File: config.mk
export PLATFORM = sky130hd
export DESIGN_NAME = alu_rr_arbiter
export DESIGN_NICKNAME = d
export VERILOG_FILES = /design/src/rtl/alu_rr_arbiter.sv
export SDC_FILE = /design/constraint.sdc
export NUM_CORES = 1
export LEC_CHECK = 0
export ABC_AREA = 1
export CAP_MARGIN = 20
export CELL_PAD_IN_SITES_DETAIL_PLACEMENT = 0
export CELL_PAD_IN_SITES_GLOBAL_PLACEMENT = 2
export CORE_ASPECT_RATIO = 2
export CORE_MARGIN = 4
export CORE_UTILIZATION = 20
export DETAILED_ROUTE_END_ITERATION = 16
export PLACE_DENSITY = 0.83
export SLEW_MARGIN = 20
export SYNTH_ARGS = -nofsm -noshare
export SYNTH_HDL_FRONTEND = slang
export SYNTH_SLANG_ARGS = --single-unit
File: constraint.sdc
create_clock -name clk -period 1.57 [get_ports clk]
set_clock_uncertainty 0.05 [all_clocks]
set_input_delay 0.314 -clock clk [delete_from_list [all_inputs] [get_ports clk]]
set_output_delay 0.314 -clock clk [all_outputs]
set_load 0.005 [all_outputs]
File: src/rtl/alu_rr_arbiter.sv
// Two-requester round-robin front end for a shared registered ALU.
// One op in flight; the captured result returns on a valid/ready channel tagged with the requester id.
module alu_rr_arbiter #(
  parameter int unsigned      WIDTH   = 16,
  parameter int unsigned      FUN_W   = 4,
  parameter int unsigned      ALU_LAT = 1,
  parameter logic [FUN_W-1:0] NOP_FUN = {FUN_W{1'b1}}
) (
  input  logic             clk,
  input  logic             rst_n,
  input  logic             req0_valid_i,
  input  logic [WIDTH-1:0] req0_a_i,
  input  logic [WIDTH-1:0] req0_b_i,
  input  logic [FUN_W-1:0] req0_fun_i,
  output logic             req0_ready_o,
  input  logic             req1_valid_i,
  input  logic [WIDTH-1:0] req1_a_i,
  input  logic [WIDTH-1:0] req1_b_i,
  input  logic [FUN_W-1:0] req1_fun_i,
  output logic             req1_ready_o,
  output logic [WIDTH-1:0] alu_a_o,
  output logic [WIDTH-1:0] alu_b_o,
  output logic [FUN_W-1:0] alu_fun_o,
  input  logic [WIDTH-1:0] alu_out_i,
  input  logic [3:0]       alu_flags_i,
  output logic             rsp_valid_o,
  input  logic             rsp_ready_i,
  output logic             rsp_id_o,
  output logic [WIDTH-1:0] rsp_data_o,
  output logic [3:0]       rsp_flags_o,
  output logic             busy_o
);

  localparam int unsigned CNT_W  = $clog2(ALU_LAT + 1);
  localparam int unsigned FLAG_W = 4;

  typedef enum logic [1:0] {
    IDLE = 2'd0,
    WAIT = 2'd1,
    RESP = 2'd2
  } state_e;

  state_e              state_q, state_d;
  logic                prio_q, prio_d;
  logic [CNT_W-1:0]    cnt_q, cnt_d;
  logic [WIDTH-1:0]    alu_a_q, alu_a_d;
  logic [WIDTH-1:0]    alu_b_q, alu_b_d;
  logic [FUN_W-1:0]    alu_fun_q, alu_fun_d;
  logic                rsp_id_q, rsp_id_d;
  logic [WIDTH-1:0]    rsp_data_q, rsp_data_d;
  logic [FLAG_W-1:0]   rsp_flags_q, rsp_flags_d;
  logic                gnt0_c, gnt1_c;

  // Arbitration, operand issue, latency count and response hand-back
  always_comb begin
    state_d     = state_q;
    prio_d      = prio_q;
    cnt_d       = cnt_q;
    alu_a_d     = alu_a_q;
    alu_b_d     = alu_b_q;
    alu_fun_d   = alu_fun_q;
    rsp_id_d    = rsp_id_q;
    rsp_data_d  = rsp_data_q;
    rsp_flags_d = rsp_flags_q;
    gnt0_c      = 1'b0;
    gnt1_c      = 1'b0;

    case (state_q)
      IDLE: begin
        // Reset gating keeps READY low while the async reset is held
        if (rst_n) begin
          gnt0_c = req0_valid_i & (~req1_valid_i | ~prio_q);
          gnt1_c = req1_valid_i & (~req0_valid_i |  prio_q);
        end
        if (gnt0_c) begin
          alu_a_d   = req0_a_i;
          alu_b_d   = req0_b_i;
          alu_fun_d = req0_fun_i;
          rsp_id_d  = 1'b0;
          cnt_d     = CNT_W'(ALU_LAT);
          state_d   = WAIT;
        end else if (gnt1_c) begin
          alu_a_d   = req1_a_i;
          alu_b_d   = req1_b_i;
          alu_fun_d = req1_fun_i;
          rsp_id_d  = 1'b1;
          cnt_d     = CNT_W'(ALU_LAT);
          state_d   = WAIT;
        end
      end
      WAIT: begin
        if (cnt_q != '0) begin
          cnt_d = cnt_q - CNT_W'(1);
        end else begin
          rsp_data_d  = alu_out_i;
          rsp_flags_d = alu_flags_i;
          alu_fun_d   = NOP_FUN;
          state_d     = RESP;
        end
      end
      RESP: begin
        if (rsp_ready_i) begin
          prio_d  = ~rsp_id_q;
          state_d = IDLE;
        end
      end
      default: state_d = IDLE;
    endcase
  end

  always_ff @(posedge clk or negedge rst_n) begin
    if (!rst_n) begin
      state_q     <= IDLE;
      prio_q      <= 1'b0;
      cnt_q       <= '0;
      alu_a_q     <= '0;
      alu_b_q     <= '0;
      alu_fun_q   <= NOP_FUN;
      rsp_id_q    <= 1'b0;
      rsp_data_q  <= '0;
      rsp_flags_q <= '0;
    end else begin
      state_q     <= state_d;
      prio_q      <= prio_d;
      cnt_q       <= cnt_d;
      alu_a_q     <= alu_a_d;
      alu_b_q     <= alu_b_d;
      alu_fun_q   <= alu_fun_d;
      rsp_id_q    <= rsp_id_d;
      rsp_data_q  <= rsp_data_d;
      rsp_flags_q <= rsp_flags_d;
    end
  end

  assign req0_ready_o = gnt0_c;
  assign req1_ready_o = gnt1_c;
  assign alu_a_o      = alu_a_q;
  assign alu_b_o      = alu_b_q;
  assign alu_fun_o    = alu_fun_q;
  assign rsp_valid_o  = (state_q == RESP);
  assign rsp_id_o     = rsp_id_q;
  assign rsp_data_o   = rsp_data_q;
  assign rsp_flags_o  = rsp_flags_q;
  assign busy_o       = (state_q != IDLE);

endmodule

### Yosys cells after proc, flatten, opt, wreduce, memory -nomap -nowiden

Index checks and enable logic that the tools add are counted.

| word-level totals | value |
|---|---|
| bits in registers | 61 |
| output and inout bits | 61 |
| bits in latches | 0 |
| memories kept | 0 |
| memory bits (read-only) | 0 |
| RAM bits | 0 |

| operators by class | value |
|---|---|
| add/sub/neg operators | 1 |
| magnitude comparators | 0 |
| div/mod/pow operators | 0 |
| reduce and logical (&&, ||, !) cells | 10 |
| equality and inequality tests | 5 |
| mux-type cells | 24 |
| shifts and indexed selects | 0 |
| bitwise operators | 9 |
| $mul | 0 |

Operator list:

| operator | count |
|---|---|
| $mux W16 | 4 |
| $mux W4 | 3 |
| $mux W1 | 10 |
| $mux W2 | 4 |
| $pmux W4 S2 | 1 |
| $reduce_and A2 Y1 | 4 |
| $pmux W2 S3 | 1 |
| $reduce_and A3 Y1 | 2 |
| $reduce_bool A2 Y1 | 3 |
| $not A1 Y1 | 5 |
| $ne A3 B3 Y1 const B | 1 |
| $and A1 B1 Y1 | 2 |
| $eq A2 B1 Y1 const B | 1 |
| $eq A2 B2 Y1 const B | 1 |
| $logic_not A2 Y1 | 1 |
| $ne A2 B1 Y1 const B | 1 |
| $ne A2 B2 Y1 const B | 1 |
| $or A1 B1 Y1 | 2 |
| $pmux W1 S2 | 1 |
| $sub A1 B1 Y1 const B | 1 |

### Longest topological paths before layout

Gate-level depths: netlist (run 1).

| depth | value |
|---|---|
| depth after elaboration | 8 |
| gate-level depth with buffers | 8 |
| depth with buffers taken out | 8 |

### Worst setup path after synthesis (run 1)

OpenSTA, ideal clock, no wires.

| timing | value |
|---|---|
| path type | register to output |
| start | reg state_q[1] |
| end | out req1_ready_o |
| cell stages (with the launch flop) | 9 |
| required time | 1.206 ns |
| buffers on the path | 1 |
| arrival time | 0.979 ns |
| setup slack | 0.227 ns |
| cells stage by stage | dfrtp_1 -> inv_2 -> nand2_2 -> inv_2 -> nand2_4 -> inv_4 -> buf_6 -> nand2_1 -> inv_1 |

| between the ends | value |
|---|---|
| cells in the longest elaborated chain, start to end | 2 |

RTL lines:

| what | line | source |
|---|---|---|
| start, declared | 43 | `state_e state_q, state_d;` |
| start signal, assigned | 123 | `state_q <= state_d;` |
| $logic_not A2 Y1 | 68 | `case (state_q)` |
| $mux W1 | 68 |  |
| end, declared | 20 | `output logic req1_ready_o,` |

Every way passes these cells.

### Final worst setup path (run 1)

| timing | value |
|---|---|
| start | reg state_q[0] |
| end | out req1_ready_o |

Same word-level chain as after synthesis.

==> impl_metrics.toml, run 1 <==
[status]
outcome = "complete, but fails checks"
violations = "setup timing"

[detailed_routing]
vias = 2991
route.detailed.wl_per_inst_um = 13.5
drtPass1Iterations = 4
detail-route-antenna-nets = 0
postRouteWirelength_um = 10200
detail_route.vias_per_cell = 3.96
route.detailed.drc = 0
drtIter0Drc = 66

[synthesis]
synth-adder-area-share = 0
synthesis.nets = 483
yosysUniqueCellTypes = 17
synth_seq_area_share = 0.529
muxShareOfSynthArea = 0
synthesis.instances = 386
ys_ff_latch = 61
yosys.area_share.simple = 0.315
yosys_warnings = 0
synth-compound-area-share = 0.0631
main_combinational_cell_family_by_area_after_synthesis = "simple AND/OR/NAND/NOR gates"
post_synth_instance_area_um2 = 2890
syn_area_per_cell_um2 = 7.50
synth-xor-area-share = 0

[cts]
htree_num_levels = 3
clock-sinks = 61
cts-root-to-sink-buffers = 2
clk_root_buffer_cell = "clkbuf_16"
clock_latency_ns = 0.32
hold_buffers = 0
clock_tree_from_tritoncts = "built"
clk_transition_reported_paths_ns = 0.06
numCtsBuffers = 9

[setup_path]
crit_path_end_kind = "primary output"
worstSetupStartpointType = "flop"
cp.required_ns = 1.21
arrival_ns = 1.22
critical_setup_path_class = "flop to primary output"
rrSetupSlack_ns = 0.13
critPathMaxFanout = 3

[run]
max_cap_violations = 0

[sta]
maxClockFrequency_mhz = 633
timing.slew.headroom = 0.677
setup_repair_after_global_routing_missed_its_margin = "true"
final.period_utilization = 1.01
setup_viol_count_final = 1
worst_slew_pin_slew_ns = 0.485
final-max-slew-violation-count = 0
final_critical_path_setup_slack_ns = -0.00968
final_period_minus_worst_setup_slack_ns = 1.58
hold_viol = 0

[layout]
final_core_utilization = 0.356
layout-drive-gt1-share = 0.112
multi_input_area_um2 = 1130
fin_area_um2 = 5080
final_net_count = 656
syn_to_final_growth_pct = 75.5
ff_latch_area_um2 = 1530
final.fill_count = 1585
antennaDiodeCount = 0
layoutNonFillerInstCount = 756

[global_routing]
pin_count_of_the_biggest_net_entering_global_routing = 53
grt_overflow = 0
wire_length_of_the_first_global_routing_pass_um = 16000
global_route.usage.total = 0.125
vias_in_the_first_global_route = 3242
antenna_found_initial = 0

[floorplan]
placement_rows = 62
dieArea_um2 = 16600
core_region_area_um2 = 14300
dieWidth_um = 93.1
ioPinCount = 158
die-height_um = 178
start_util = 0.203

[placed_design]
dp_hpwl_um = 7890
portBuffers = 157
placed_standard_cell_area_um2 = 4730
place_congestion = 0.764
place.detailed.instances = 735

[power]
power-per-cell-area_nw_per_um2 = 1660
worst_vdd_rail_ir_drop_mv = 0.520
static_leak_nw = 2.73
total_power_w = 0.00843

[worst_hold_path]
hold_class = "input port to async pin"
-- layout make-up --
class                      count  area share
timing repair buffer         181       0.340
tap                          192      0.0473
clock buffer                  10      0.0451
clock inverter                 6      0.0126
sequential                    61       0.302
multi-input combinational    265       0.222
inverter                      41      0.0313
-- sequential cells by signal, summed over array words and instances (netlist names) --
register	flops
alu_a_o	16
alu_b_o	16
alu_fun_o	4
cnt_q	1
prio_q	1
rsp_data_o	16
rsp_flags_o	4
rsp_id_o	1
state_q	2
-- where the power goes --
| part | leakage, nW | total (W) | switching, W | internal, W |
|---|---|---|---|---|
| combinational | 1.85 | 0.00372 | 0.00186 | 0.00185 |
| sequential | 0.743 | 0.00279 | 0.000390 | 0.00240 |
| clock | 0.138 | 0.00193 | 0.000707 | 0.00122 |
-- per-stage QoR --
| stage | worst slack [ns] | setup TNS (ns) | hold slack (ns) |
|---|---|---|---|
| global route | -0.0768 | -0.304 | 0.0527 |
| floorplan | 0.227 | 0 | -0.0316 |
| CTS | -0.120 | -0.120 | 0.0331 |
| detailed placement | -0.463 | -11.77 | 0.375 |
| global placement | -0.460 | -10.82 | 0.378 |
| finish | -0.00968 | -0.00968 | 0.0363 |
-- routing by layer --
metal / track usage / part of all wire
met1: 0.115 / 0.34
met4: 0.0550 / 0.025
met5: 0 / 0
met2: 0.246 / 0.57
met3: 0.0384 / 0.070
-- Yosys cell counts, drive strengths merged --
master / n / share of area
nor2: 35 / 0.046
nand3: 28 / 0.048
buf: 17 / 0.036
nand2: 166 / 0.22
inv: 41 / 0.054
o21ai: 35 / 0.061
clkbuf: 2 / 0.0026
o31ai: 1 / 0.0026
dfrtp: 57 / 0.49
dfstp: 4 / 0.036
-- placed cells by master, fill, tap and decap left out, drive strengths merged --
cell type,count
dfstp,4
buf,28
o21ai,35
bufinv,1
clkinvlp,2
dlymetal6s2s,15
inv,41
clkdlybuf4s50,95
clkinv,3
clkbuf,11
dfrtp,57
nor2,35
dlygate4sd2,42
o31ai,1
nand3,28
nand2,166
-- cell families after synthesis --
family	count (synthesis)
buffers and inverters	60
AND/OR/NAND/NOR	229
flip-flops	61
AO/OA/AOI/OAI	36
-- critical path: stages, from the launching register on --
cell and delay (ns):
dfrtp_1 0.39, inv_2 0.09, nand2_4 0.08, inv_4 0.06, nand2_4 0.05, inv_4 0.06
nand2_4 0.04, inv_2 0.05, buf_6 0.08
-- path summary, 6_finish.rpt --
path | startpoint | end | cells past startpoint
min in group clk | rsp_data_o[15] | rsp_data_o[15] | 2
max in group asynchronous | rst_n | alu_a_o[3] | 2
worst min register to register | rsp_data_o[15] | rsp_data_o[15] | 2
worst min-delay path | rst_n | rsp_data_o[11] | 2
worst max register to register | prio_q | alu_a_o[3] | 6
worst max-delay path | state_q[0] | req1_ready_o | 8
-- timing repair --
action                                  4_1_cts  5_1_grt
endpoints found under the setup margin       50       47
buffers inserted                              3        3
cloned                                        0        0
resized for setup                            61       25
pin swaps                                     2        3
Note: power is estimated with default switching activity, not from simulation.
==> inputs of run 2 (changes only) <==
Settings changed: CAP_MARGIN 20 to unset.
==> results of run 2 <==
Final layout, timing and power as in run 1 (identical DEF).
